[config.mk]
export PLATFORM = sky130hd
export DESIGN_NAME = pipe_cla_sub
export DESIGN_NICKNAME = d
export VERILOG_FILES = /design/src/rtl/pipe_cla_sub_pkg.sv /design/src/rtl/sub_group4.sv /design/src/rtl/pipe_cla_sub.sv
export SDC_FILE = /design/constraint.sdc
export NUM_CORES = 1
export LEC_CHECK = 0
export ABC_AREA = 1
export CAP_MARGIN = 10
export CORE_MARGIN = 4
export CORE_UTILIZATION = 30
export DETAILED_ROUTE_END_ITERATION = 16
export GPL_ROUTABILITY_DRIVEN = 0
export HOLD_SLACK_MARGIN = 0.03
export PLACE_DENSITY_LB_ADDON = 0.05
export SETUP_SLACK_MARGIN = 0.3
export SKIP_LAST_GASP = 1
export SYNTH_ARGS = -nofsm -noshare
export SYNTH_HDL_FRONTEND = slang
export SYNTH_HIERARCHICAL = 1
export SYNTH_SLANG_ARGS = --single-unit
export TNS_END_PERCENT = 50
[constraint.sdc]
create_clock -name clk -period 5.2 [get_ports clk]
set_input_delay 1.04 -clock clk [delete_from_list [all_inputs] [get_ports clk]]
set_output_delay 1.04 -clock clk [all_outputs]
set_load 0.02 [all_outputs]
[src/rtl/pipe_cla_sub_pkg.sv]
// ============================================================================
// Module   : pipe_cla_sub_pkg
// Desc     : Shared ALU op encodings, group width and helpers for pipe_cla_sub.
// Revision : 1.0 - initial release
// ============================================================================
`default_nettype none

package pipe_cla_sub_pkg;

    localparam int c_grp_w = 4;
    localparam int c_op_w  = 2;

    typedef enum logic [c_op_w-1:0] {
        OP_SUB  = 2'd0,
        OP_SLT  = 2'd1,
        OP_SLTU = 2'd2,
        OP_SEQ  = 2'd3
    } op_e;

    // Compare-type ops always subtract with no incoming borrow.
    function automatic logic eff_borrow(input op_e op, input logic bin);
        return (op == OP_SUB) ? bin : 1'b0;
    endfunction

endpackage

`default_nettype wire

[src/rtl/sub_group4.sv]
// ============================================================================
// Module   : sub_group4
// Desc     : 4-bit borrow-lookahead group: group generate/propagate and the
//            local difference for a given group borrow-in.
// Revision : 1.0 - initial release
// ============================================================================
`default_nettype none

module sub_group4
    import pipe_cla_sub_pkg::*;
(
    input  logic [c_grp_w-1:0] a,
    input  logic [c_grp_w-1:0] b,
    input  logic               bin,
    output logic               g,
    output logic               p,
    output logic [c_grp_w-1:0] d
);

    logic [c_grp_w-1:0] w_bg;
    logic [c_grp_w-1:0] w_bp;
    logic [c_grp_w-1:0] w_bb;

    // A bit generates a borrow when a=0,b=1 and passes one through when a==b.
    assign w_bg = ~a & b;
    assign w_bp = ~(a ^ b);

    assign w_bb[0] = bin;
    assign w_bb[1] = w_bg[0] | (w_bp[0] & bin);
    assign w_bb[2] = w_bg[1] | (w_bp[1] & w_bg[0]) | (w_bp[1] & w_bp[0] & bin);
    assign w_bb[3] = w_bg[2] | (w_bp[2] & w_bg[1]) | (w_bp[2] & w_bp[1] & w_bg[0])
                   | (w_bp[2] & w_bp[1] & w_bp[0] & bin);

    assign g = w_bg[3] | (w_bp[3] & w_bg[2]) | (w_bp[3] & w_bp[2] & w_bg[1])
             | (w_bp[3] & w_bp[2] & w_bp[1] & w_bg[0]);
    assign p = &w_bp;
    assign d = a ^ b ^ w_bb;

endmodule

`default_nettype wire

[src/rtl/pipe_cla_sub.sv]
// ============================================================================
// Module   : pipe_cla_sub
// Desc     : Two-stage valid/ready pipelined borrow-lookahead subtractor with
//            SUB / SLT / SLTU / SEQ result selection and compare flags.
// Revision : 1.0 - initial release
// ============================================================================
`default_nettype none

module pipe_cla_sub
    import pipe_cla_sub_pkg::*;
#(
    parameter int WIDTH = 32,
    parameter int NGRP  = WIDTH / c_grp_w
) (
    input  logic             clk,
    input  logic             rst,
    input  logic             in_valid,
    output logic             in_ready,
    input  logic [WIDTH-1:0] a,
    input  logic [WIDTH-1:0] b,
    input  logic             bin,
    input  logic [1:0]       op,
    output logic             out_valid,
    input  logic             out_ready,
    output logic [WIDTH-1:0] result,
    output logic             bout,
    output logic             zero,
    output logic             lt_s,
    output logic             lt_u
);

    localparam int c_nsg = (NGRP + c_grp_w - 1) / c_grp_w;
    localparam int c_pad = c_nsg * c_grp_w;

    // ---------------- handshake ----------------
    logic w_s1_adv;
    logic w_s2_adv;
    logic r_s1_valid;
    logic r_s2_valid;

    assign w_s2_adv = !r_s2_valid | out_ready;
    assign w_s1_adv = !r_s1_valid | w_s2_adv;
    assign in_ready = w_s1_adv;

    // ---------------- stage 1: group generate / propagate ----------------
    logic [NGRP-1:0]  w_s1_g;
    logic [NGRP-1:0]  w_s1_p;
    logic [WIDTH-1:0] w_s1_d_unused;

    generate
        for (genvar gi = 0; gi < NGRP; gi++) begin : g_s1_grp
            sub_group4 u_grp (
                .a   (a[gi*c_grp_w +: c_grp_w]),
                .b   (b[gi*c_grp_w +: c_grp_w]),
                .bin (1'b0),
                .g   (w_s1_g[gi]),
                .p   (w_s1_p[gi]),
                .d   (w_s1_d_unused[gi*c_grp_w +: c_grp_w])
            );
        end
    endgenerate

    logic [WIDTH-1:0] r_s1_a;
    logic [WIDTH-1:0] r_s1_b;
    op_e              r_s1_op;
    logic             r_s1_cin;
    logic [NGRP-1:0]  r_s1_g;
    logic [NGRP-1:0]  r_s1_p;

    always_ff @(posedge clk or posedge rst) begin
        if (rst) begin
            r_s1_valid <= 1'b0;
            r_s1_a     <= '0;
            r_s1_b     <= '0;
            r_s1_op    <= OP_SUB;
            r_s1_cin   <= 1'b0;
            r_s1_g     <= '0;
            r_s1_p     <= '0;
        end else if (w_s1_adv) begin
            r_s1_valid <= in_valid;
            if (in_valid) begin
                r_s1_a   <= a;
                r_s1_b   <= b;
                r_s1_op  <= op_e'(op);
                r_s1_cin <= eff_borrow(op_e'(op), bin);
                r_s1_g   <= w_s1_g;
                r_s1_p   <= w_s1_p;
            end
        end
    end

    // ---------------- stage 2: two-level borrow lookahead ----------------
    // Padding groups generate nothing and propagate, so the top supergroup
    // borrow is the overall borrow-out.
    logic [c_pad-1:0] w_gx;
    logic [c_pad-1:0] w_px;
    logic [c_nsg-1:0] w_sg_g;
    logic [c_nsg-1:0] w_sg_p;
    logic [c_nsg:0]   w_sg_b;
    logic [NGRP-1:0]  w_grp_b;

    always_comb begin
        w_gx             = '0;
        w_px             = '1;
        w_gx[NGRP-1:0]   = r_s1_g;
        w_px[NGRP-1:0]   = r_s1_p;
    end

    always_comb begin
        w_sg_g = '0;
        w_sg_p = '0;
        for (int s = 0; s < c_nsg; s++) begin
            w_sg_p[s] = &w_px[s*c_grp_w +: c_grp_w];
            w_sg_g[s] = w_gx[s*c_grp_w+3]
                      | (w_px[s*c_grp_w+3] & w_gx[s*c_grp_w+2])
                      | (w_px[s*c_grp_w+3] & w_px[s*c_grp_w+2] & w_gx[s*c_grp_w+1])
                      | (w_px[s*c_grp_w+3] & w_px[s*c_grp_w+2] & w_px[s*c_grp_w+1]
                         & w_gx[s*c_grp_w]);
        end
    end

    always_comb begin
        logic t;
        logic term;
        t         = 1'b0;
        term      = 1'b0;
        w_sg_b    = '0;
        w_sg_b[0] = r_s1_cin;
        for (int s = 1; s <= c_nsg; s++) begin
            term = r_s1_cin;
            for (int k = 0; k < s; k++) term = term & w_sg_p[k];
            t = term;
            for (int j = 0; j < s; j++) begin
                term = w_sg_g[j];
                for (int k = j + 1; k < s; k++) term = term & w_sg_p[k];
                t = t | term;
            end
            w_sg_b[s] = t;
        end
    end

    always_comb begin
        logic t;
        logic term;
        int   base;
        t       = 1'b0;
        term    = 1'b0;
        base    = 0;
        w_grp_b = '0;
        for (int gi = 0; gi < NGRP; gi++) begin
            base = (gi / c_grp_w) * c_grp_w;
            term = w_sg_b[gi / c_grp_w];
            for (int k = base; k < gi; k++) term = term & w_px[k];
            t = term;
            for (int j = base; j < gi; j++) begin
                term = w_gx[j];
                for (int k = j + 1; k < gi; k++) term = term & w_px[k];
                t = t | term;
            end
            w_grp_b[gi] = t;
        end
    end

    logic [WIDTH-1:0] w_diff;
    logic [NGRP-1:0]  w_s2_g_unused;
    logic [NGRP-1:0]  w_s2_p_unused;

    generate
        for (genvar gi = 0; gi < NGRP; gi++) begin : g_s2_grp
            sub_group4 u_grp (
                .a   (r_s1_a[gi*c_grp_w +: c_grp_w]),
                .b   (r_s1_b[gi*c_grp_w +: c_grp_w]),
                .bin (w_grp_b[gi]),
                .g   (w_s2_g_unused[gi]),
                .p   (w_s2_p_unused[gi]),
                .d   (w_diff[gi*c_grp_w +: c_grp_w])
            );
        end
    endgenerate

    logic             w_bout;
    logic             w_ovf;
    logic             w_lts;
    logic             w_zero;
    logic [WIDTH-1:0] w_res;

    assign w_bout = w_sg_b[c_nsg];
    assign w_ovf  = (r_s1_a[WIDTH-1] ^ r_s1_b[WIDTH-1]) & (r_s1_a[WIDTH-1] ^ w_diff[WIDTH-1]);
    assign w_lts  = w_diff[WIDTH-1] ^ w_ovf;
    assign w_zero = ~|w_diff;

    always_comb begin
        w_res = '0;
        case (r_s1_op)
            OP_SUB:  w_res    = w_diff;
            OP_SLT:  w_res[0] = w_lts;
            OP_SLTU: w_res[0] = w_bout;
            OP_SEQ:  w_res[0] = w_zero;
            default: w_res    = '0;
        endcase
    end

    logic [WIDTH-1:0] r_result;
    logic             r_bout;
    logic             r_zero;
    logic             r_lt_s;
    logic             r_lt_u;

    always_ff @(posedge clk or posedge rst) begin
        if (rst) begin
            r_s2_valid <= 1'b0;
            r_result   <= '0;
            r_bout     <= 1'b0;
            r_zero     <= 1'b0;
            r_lt_s     <= 1'b0;
            r_lt_u     <= 1'b0;
        end else if (w_s2_adv) begin
            r_s2_valid <= r_s1_valid;
            if (r_s1_valid) begin
                r_result <= w_res;
                r_bout   <= w_bout;
                r_zero   <= w_zero;
                r_lt_s   <= w_lts;
                r_lt_u   <= w_bout;
            end
        end
    end

    assign out_valid = r_s2_valid;
    assign result    = r_result;
    assign bout      = r_bout;
    assign zero      = r_zero;
    assign lt_s      = r_lt_s;
    assign lt_u      = r_lt_u;

endmodule

`default_nettype wire

; ---- After elaboration in Yosys (flattened, before gate mapping)
; Cells that the tools add are included.
[word_totals]
regBits = 120
input_bits = 71
[classes]
eq_ne = 3
muxes = 3
n_bitwise = 308
n_reduce_logical = 18
[op_table]
columns = op, count
row1 = $and 1x1->1, 138
row2 = $xor 4x4->4, 24
row3 = $or 1x1->1, 95
row4 = $not 4->4, 16
row5 = $not 3->3, 16
row6 = $reduce_and 4->1, 10
row7 = $and 4x4->4, 8
row8 = $reduce_or 32->1, 1
row9 = $mux 31, 1
row10 = $and 3x3->3, 8
row11 = $eq 2x2->1 const B, 2
row12 = $logic_not 2->1, 2
row13 = $pmux 1 s4, 1
row14 = $reduce_and 2->1, 2
row15 = $logic_not 1->1, 3
row16 = $xor 1x1->1, 3
row17 = $eq 2x1->1 const B, 1
row18 = $mux 1, 1

; ---- Longest topological paths before layout
; Gate-level depths: netlist (run 1).
[logic_depth]
word_depth = 18
ltp_mapped = 22

; ---- Cells and area by module
; Netlist (run 1), hierarchy kept.
[by_module_without_submodules]
columns = mod, instances, cells_each, area_per_inst_um2
row1 = pipe_cla_sub, 1, 583, 4880.9
row2 = sub_group4, 16, 33, 197.7

; ---- Worst setup path before layout (run 1)
; No wires, ideal clock.
[synth_timing]
kind = reg2reg
startpoint = register r_s1_cin
endpoint = register r_result[0] (netlist: result[0])
arrival_time_ns = 2.308
required_time_ns = 5.135
setup_slack_ns = 2.827
path_stages_with_launch = 22
path_buffers = 0
cell_sequence = dfrtp_1 > nand2_1 > nand2_1 > nand2_1 > nand2_1 > nand2_1 > nand2_1 > nand2_1 > nand2_1 > a21o_1 > inv_1 > fa_1 > xor2_1 > nor2_1 > nand2_1 > nor2_1 > nand2_1 > nor2_1 > nand2_1 > nand3_1 > nand2_1 > nand2_1
[synth_lines]
columns = item, line
row1 = start: declaration, pipe_cla_sub.sv:66  ; logic r_s1_cin;
row2 = start signal: assignment, pipe_cla_sub.sv:85  ; r_s1_cin <= eff_borrow(op_e'(op), bin);
row3 = $and 1x1->1 (*), pipe_cla_sub.sv:153  ; for (int k = base; k < gi; k++) term = term & w_px[k];
row4 = $or 1x1->1 (*), pipe_cla_sub.sv:158  ; t = t | term;
row5 = named net w_grp_b[1], pipe_cla_sub.sv:100  ; logic [NGRP-1:0] w_grp_b;
row6 = "$and 1x1->1, on equally long branches", "sub_group4.sv:29, sub_group4.sv:30, sub_group4.sv:32"
row7 = "$or 1x1->1, on equally long branches", "sub_group4.sv:29, sub_group4.sv:30, sub_group4.sv:32"
row8 = $xor 4x4->4 (*), sub_group4.sv:37  ; assign d = a ^ b ^ w_bb;
row9 = $reduce_or 32->1 (*), pipe_cla_sub.sv:190  ; assign w_zero = ~|w_diff;
row10 = $logic_not 1->1 (*), pipe_cla_sub.sv:190
row11 = $pmux 1 s4 (*), pipe_cla_sub.sv:194  ; case (r_s1_op)
row12 = end signal: assignment, pipe_cla_sub.sv:220  ; r_result <= w_res;
row13 = end: declaration, pipe_cla_sub.sv:203  ; logic [WIDTH-1:0] r_result;
; Mark *: on every way through the listed nets, which the timed path passes. The rest lies on a longest branch.
; A chain may end at the register's enable or synchronous reset.

; ---- Worst setup path after layout (run 1)
[layout_timing]
startpoint = input port out_ready
endpoint = output port in_ready
[layout_via]
elab_chain_cells = 2
[layout_lines]
columns = item, line
row1 = start: declaration, pipe_cla_sub.sv:24  ; input logic out_ready,
row2 = $or 1x1->1, pipe_cla_sub.sv:41  ; assign w_s2_adv = !r_s2_valid | out_ready;
row3 = $or 1x1->1, pipe_cla_sub.sv:42  ; assign w_s1_adv = !r_s1_valid | w_s2_adv;
row4 = end: declaration, pipe_cla_sub.sv:18  ; output logic in_ready,
; Every way passes these cells.

==> metrics.md, run 1 <==
| Metric | Value |
|---|---|
| DP Worst Slack | 1.89 ns |
| Max Used Layer | met4 |
| Fin crit share | 0.629 |
| Post-Syn Nets | 1109 |
| Vias in the first global route | 5954 |
| Skew-Pair Late Insertion Delay | 0.41 ns |
| Unrepaired setup endpoints after global routing | no |
| Initial antenna violation count | 0 |
| Clock transition at path regs | 0.05 ns |
| WP data arrival | 2.23 ns |
| Post_cts resized | 0 |
| DRC Markers | 0 |
| Final Hold Vio Count | 0 |
| Post-Layout Cell Count | 1402 |
| Share of post-route cells with drive strength above 1 | 0.0545 |
| Floorplan row count | 56 |
| Status | finished, final reports clean |
| Maximum vdd drop | 0.127 mV |
| Post-Synthesis Cell Area | 0.00723 sq mm |
| Post-layout util | 0.391 |
| Global-route wire length before repair | 29800 microns |
| WL met2 | 8090 microns |
| Fin area | 0.00923 sq mm |
| Crit. End Element | output pin |
| Routed len/inst | 12.6 microns |
| Die footprint | 0.0266 sq mm |
| Worst slew pin tran | 0.829 ns |
| Core ar. | 0.0236 sq mm |
| Crit-path slowest cell | clkdlybuf4s50_1 |
| # Max-Cap Violations | 0 |
| Reg-to-reg slack, setup | 1.99 ns |
| Total track usage | 0.142 |
| Grt ovf | 0 |
| Max-slew violations | 0 |
| Hold Crit Class | reg2reg |
| Final setup skew | 0.00885 ns |
| Final Power | 3.59 mW |
| Fill cells | 2532 |
| Deepest clock path buffer count | 2 |
| Fin Setup TNS | 0 ns |
| Critical Path Max Stage Delay | 0.61 ns |
| Ant diodes | 0 |
| Crit path max fanout | 3 |
| Routed Antenna Nets | 0 |
| Relative slew slack | 0.446 |
| Worst path most repeated cell | clkdlybuf4s50_1 |
| Cts bufs inserted | 17 |
| CP startpoint kind | primary input |
| First DRT Iteration DRCs | 245 |
| DIE HEIGHT | 163 microns |
| Setup Buffers After CTS | 0 |
| Routed vias/inst | 4.25 |
| Nets | 1215 |
| Vias | 5959 |
| Number of I/O port buffers | 108 |
| Clock sink count | 120 |
| Cts hold-fix bufs | 0 |
| DRT Pass-1 Iters | 4 |
| Metal3 WL | 592 microns |
| Tmin final | 3.27 ns |
| PD cells | 389 mW/mm^2 |
| Die width | 163 microns |
| Post-Syn Area per Cell | 7.48 sq um |
| Syn-to-layout area delta | 27.7% |
| Detail Placement HPWL | 13100 microns |
| WL final | 17700 microns |
| Final hold slack | 0.475 ns |
| TritonCTS clock tree | built |
| Area after DPL | 0.00861 sq mm |
| Root buffer cell | clkbuf_16 |
| Endpoints failing setup | 0 |
| Num ports | 109 |
| Synthesized netlist cell count | 966 |
| Worst Path Class, Setup | in2out |
| Yosys warnings | 6 |
| Data required, critical path | 4.16 ns |
| Placed Cells | 1372 |
| Initial core utilization | 0.306 |
| Met1 Wirelength | 8770 microns |
| Lkg Pwr | 4.85 nW |
| F_max | 306 MHz |
| Worst-path cell chain | clkdlybuf4s50_1 -> inv_1 -> nand3_2 -> clkdlybuf4s50_1 |
| Largest net degree at the start of global routing | 68 |
| CTS H-tree depth | 4 |
| Final worst setup slack | 1.93 ns |
==> path summary, 6_finish.rpt <==
kind | cells after the start | end | start
max | 4 | in_ready | out_ready
min | 2 | r_s1_a[1] | r_s1_a[1]
max reg2reg | 21 | result[0] | r_s1_cin
min reg2reg | 2 | r_s1_a[1] | r_s1_a[1]
max in group asynchronous | 3 | result[7] | rst
min in group asynchronous | 2 | r_s1_a[23] | rst
==> where the power goes <==
group / leakage [nW] / internal, mW / total [mW] / switching, mW
Sequential: 1.52 / 1.10 / 1.21 / 0.111
Combinational: 3.03 / 0.471 / 1.13 / 0.664
Clock: 0.305 / 0.831 / 1.25 / 0.416
Total: 4.85 / 2.40 / 3.59 / 1.19
==> critical path: cells and delay by family <==
kind,cells,cell delay (ns)
buffers and inverters,3,1.11
AND/OR/NAND/NOR,1,0.08
==> sequential cells by signal, indices dropped and copies added, names as in the netlist, 2 cells and up <==
name / cells
r_s1_op: 2
result: 32
r_s1_a: 32
r_s1_p: 8
r_s1_g: 8
r_s1_b: 32
==> layout by cell type (no fill, tap or decap) <==
| cell | n |
|---|---|
| dfrtp_1 | 120 |
| nor2_1 | 46 |
| nor3_1 | 9 |
| clkbuf_1 | 1 |
| nand3_2 | 1 |
| inv_4 | 1 |
| clkinvlp_4 | 1 |
| fa_1 | 8 |
| buf_4 | 7 |
| a21oi_1 | 11 |
| o21ai_0 | 43 |
| inv_2 | 1 |
| nand3_1 | 27 |
| clkinv_2 | 4 |
| o21a_1 | 1 |
| clkbuf_16 | 17 |
| inv_1 | 127 |
| or2_2 | 1 |
| nand2_2 | 18 |
| a21o_1 | 1 |
| nand4_1 | 8 |
| o21bai_1 | 9 |
| bufinv_16 | 4 |
| or2_0 | 16 |
| xor2_1 | 8 |
| ha_1 | 64 |
| clkbuf_8 | 3 |
| nor2_2 | 1 |
| clkdlybuf4s50_1 | 108 |
| a31oi_1 | 1 |
| nand2_1 | 416 |
==> per-layer routing <==
metal  GRT usage  vias to the layer above
li1            -                     3172
met1       0.192                     2674
met2       0.232                       92
met3      0.0270                       21
met4      0.0412                        0
met5           0                        -
==> cell type report <==
cell class,count,area (sq um),share of cell area
clock buffer,21,470,0.0510
clock inverter,9,148,0.0160
inverter,129,487,0.0527
multi-input combinational,689,3590,0.389
sequential,120,3000,0.325
tap,319,399,0.0432
timing repair buffer,115,1130,0.123
No activity file was read; power rests on OpenSTA's default activity.
==> run 2: changes to the inputs <==
==> constraint.sdc (replaced) <==
create_clock -name clk -period 2.72 [get_ports clk]
set_input_delay 0.544 -clock clk [delete_from_list [all_inputs] [get_ports clk]]
set_output_delay 0.544 -clock clk [all_outputs]
set_load 0.02 [all_outputs]
==> run 2 against run 1 <==
Against the previous run: routed wire length up 1.2%; global-route usage about the same; highest routed layer unchanged; largest power group is now registers; critical path depth up 16; critical path type is now reg2reg; largest cell class unchanged; via count up 1.1%; cell count up 1.0%; power up 89%; utilization up 0.55 points; sequential share of layout area down 0.45 points.
==> metrics.md, run 2 (synthesis results as in run 1) <==
| Metric | Value |
|---|---|
| Floorplan row count | 56 |
| Status | finished, final reports clean |
| Lkg Pwr | 4.91 nW |
| Total track usage | 0.142 |
| Post-layout util | 0.396 |
| Most frequent cells in the layout | nand2_1, inv_1, dfrtp_1 |
| Fin crit share | 0.890 |
| Data required, critical path | 3.07 ns |
| Deepest clock path buffer count | 2 |
| Storage element area | 0.00300 sq mm |
| TritonCTS clock tree | built |
| Nets | 1228 |
| Worst Path Class, Setup | reg2reg |
| Crit path max fanout | 3 |
| Grt ovf | 0 |
| Multi-input gate area | 0.00363 sq mm |
| Die footprint | 0.0266 sq mm |
| Num ports | 109 |
| Initial core utilization | 0.306 |
| Detail Placement HPWL | 13500 microns |
| CTS H-tree depth | 4 |
| Ant diodes | 0 |
| Maximum vdd drop | 0.324 mV |
| WP data arrival | 2.77 ns |
| Unrepaired setup endpoints after global routing | yes |
| Global-route wire length before repair | 30200 microns |
| Number of I/O port buffers | 108 |
| DP Worst Slack | 0.135 ns |
| Fin area | 0.00936 sq mm |
| Fin Setup TNS | 0 ns |
| Vias | 6023 |
| Fill cells | 2503 |
| Relative slew slack | 0.647 |
| Routed len/inst | 12.7 microns |
| Endpoints failing setup | 0 |
| Clock transition at path regs | 0.05 ns |
| WL final | 17900 microns |
| Most common cell after layout, fill and taps aside | nand2_1 |
| Crit. End Element | register |
| Largest net degree at the start of global routing | 79 |
| Cts hold-fix bufs | 0 |
| Routed vias/inst | 4.25 |
| DRC Markers | 0 |
| DRT Pass-1 Iters | 4 |
| Cts bufs inserted | 17 |
| Die width | 163 microns |
| Hold Crit Class | in2async |
| Clock sink count | 120 |
| Final hold slack | 0.372 ns |
| CP startpoint kind | register |
| Root buffer cell | clkbuf_16 |
| Skew-Pair Late Insertion Delay | 0.42 ns |
| Routed Antenna Nets | 0 |
| Worst slew pin tran | 0.530 ns |
| First DRT Iteration DRCs | 212 |
| Initial antenna violation count | 0 |
| Area after DPL | 0.00871 sq mm |
| DIE HEIGHT | 163 microns |
| Vias in the first global route | 6096 |
| Core ar. | 0.0236 sq mm |
| F_max | 413 MHz |
| Share of post-route cells with drive strength above 1 | 0.0802 |
| # Max-Cap Violations | 0 |
| Worst Reg-to-Reg Cells | 20 |
| Max-slew violations | 0 |
| Final worst setup slack | 0.298 ns |
| Final Hold Vio Count | 0 |
| PD cells | 725 mW/mm^2 |
| Syn-to-layout area delta | 29.5% |
| Tmin final | 2.42 ns |
| Final setup skew | 0.00921 ns |
## run 2: cell types whose count changed in the layout (fill, tap and decap cells not counted), sizes merged
cell,before,now
clkbuf,21,22
bufinv,4,2
buf,7,20
clkinv,4,6
inv,129,128
clkinvlp,1,2
## run 2: what timing repair did
action | CTS | global route
pin swaps | 5 | 12
gates resized for setup | 5 | 10
endpoints found under the setup margin | 2 | 2
buffers inserted | 2 | 1
## run 2: worst max-delay path, stage by stage (launching register included)
cell	delay, ns
dfrtp_1	0.40
nand2_2	0.08
nor2_1	0.04
nor2_1	0.12
nand2_2	0.08
nand2_2	0.06
nand2_2	0.06
nand2_2	0.06
nand2_2	0.05
a21o_1	0.18
inv_2	0.06
fa_2	0.44
nor2_2	0.13
nand2_2	0.07
nor2_2	0.10
nand2_1	0.06
nor2_2	0.14
nand2_1	0.06
nand3_1	0.06
nand2_1	0.05
nand2_1	0.05
## run 2: worst paths after layout
kind	start	endpoint	slack [ns]
setup / recovery	r_s1_p[3]	result[0]	0.30
hold / removal	rst	r_s1_a[23]	0.37
setup reg to reg	r_s1_p[3]	result[0]	0.30
hold reg to reg	r_s1_a[15]	r_s1_a[15]	0.48
max in group asynchronous	rst	r_s1_b[13]	1.62
min in group clk	r_s1_a[15]	r_s1_a[15]	0.48
## run 2: layer usage
metal,vias up,GRT usage,wire [microns]
met5,-,0,0
met4,0,0.0400,166
met3,10,0.0336,723
met2,83,0.225,7970
met1,2733,0.195,9060
li1,3197,-,-
## run 2: where the power goes
part | total (mW) | internal [mW] | leakage, nW | switching (mW)
registers | 2.31 | 2.09 | 1.52 | 0.216
clock network | 2.22 | 1.43 | 0.291 | 0.794
logic | 2.25 | 0.959 | 3.10 | 1.29
## run 2: area by class of cell
type / instances / share of cell area
multi-input combinational: 689 / 0.388
clock buffer: 22 / 0.0517
sequential: 120 / 0.321
tap: 319 / 0.0426
inverter: 129 / 0.0521
timing repair buffer: 128 / 0.134
clock inverter: 9 / 0.0104
## run 2: per-stage QoR
step / power, mW / instances
after floorplan: 3.76 / 966
after global routing: 7.34 / 1416
final: 6.79 / 1416
after detailed placement: 4.59 / 1382
after CTS: 6.88 / 1415
after global placement: 4.58 / 1382
==> run 3: changes to the inputs <==
--- a/config.mk
+++ b/config.mk
@@ -11,7 +11,7 @@
 export CORE_UTILIZATION = 30
 export DETAILED_ROUTE_END_ITERATION = 16
 export GPL_ROUTABILITY_DRIVEN = 0
-export HOLD_SLACK_MARGIN = 0.03
+export HOLD_SLACK_MARGIN = 0.15
 export PLACE_DENSITY_LB_ADDON = 0.05
 export SETUP_SLACK_MARGIN = 0.3
 export SKIP_LAST_GASP = 1
==> results of run 3 <==
The final DEF is identical to that of run 2; final timing and power are the same.
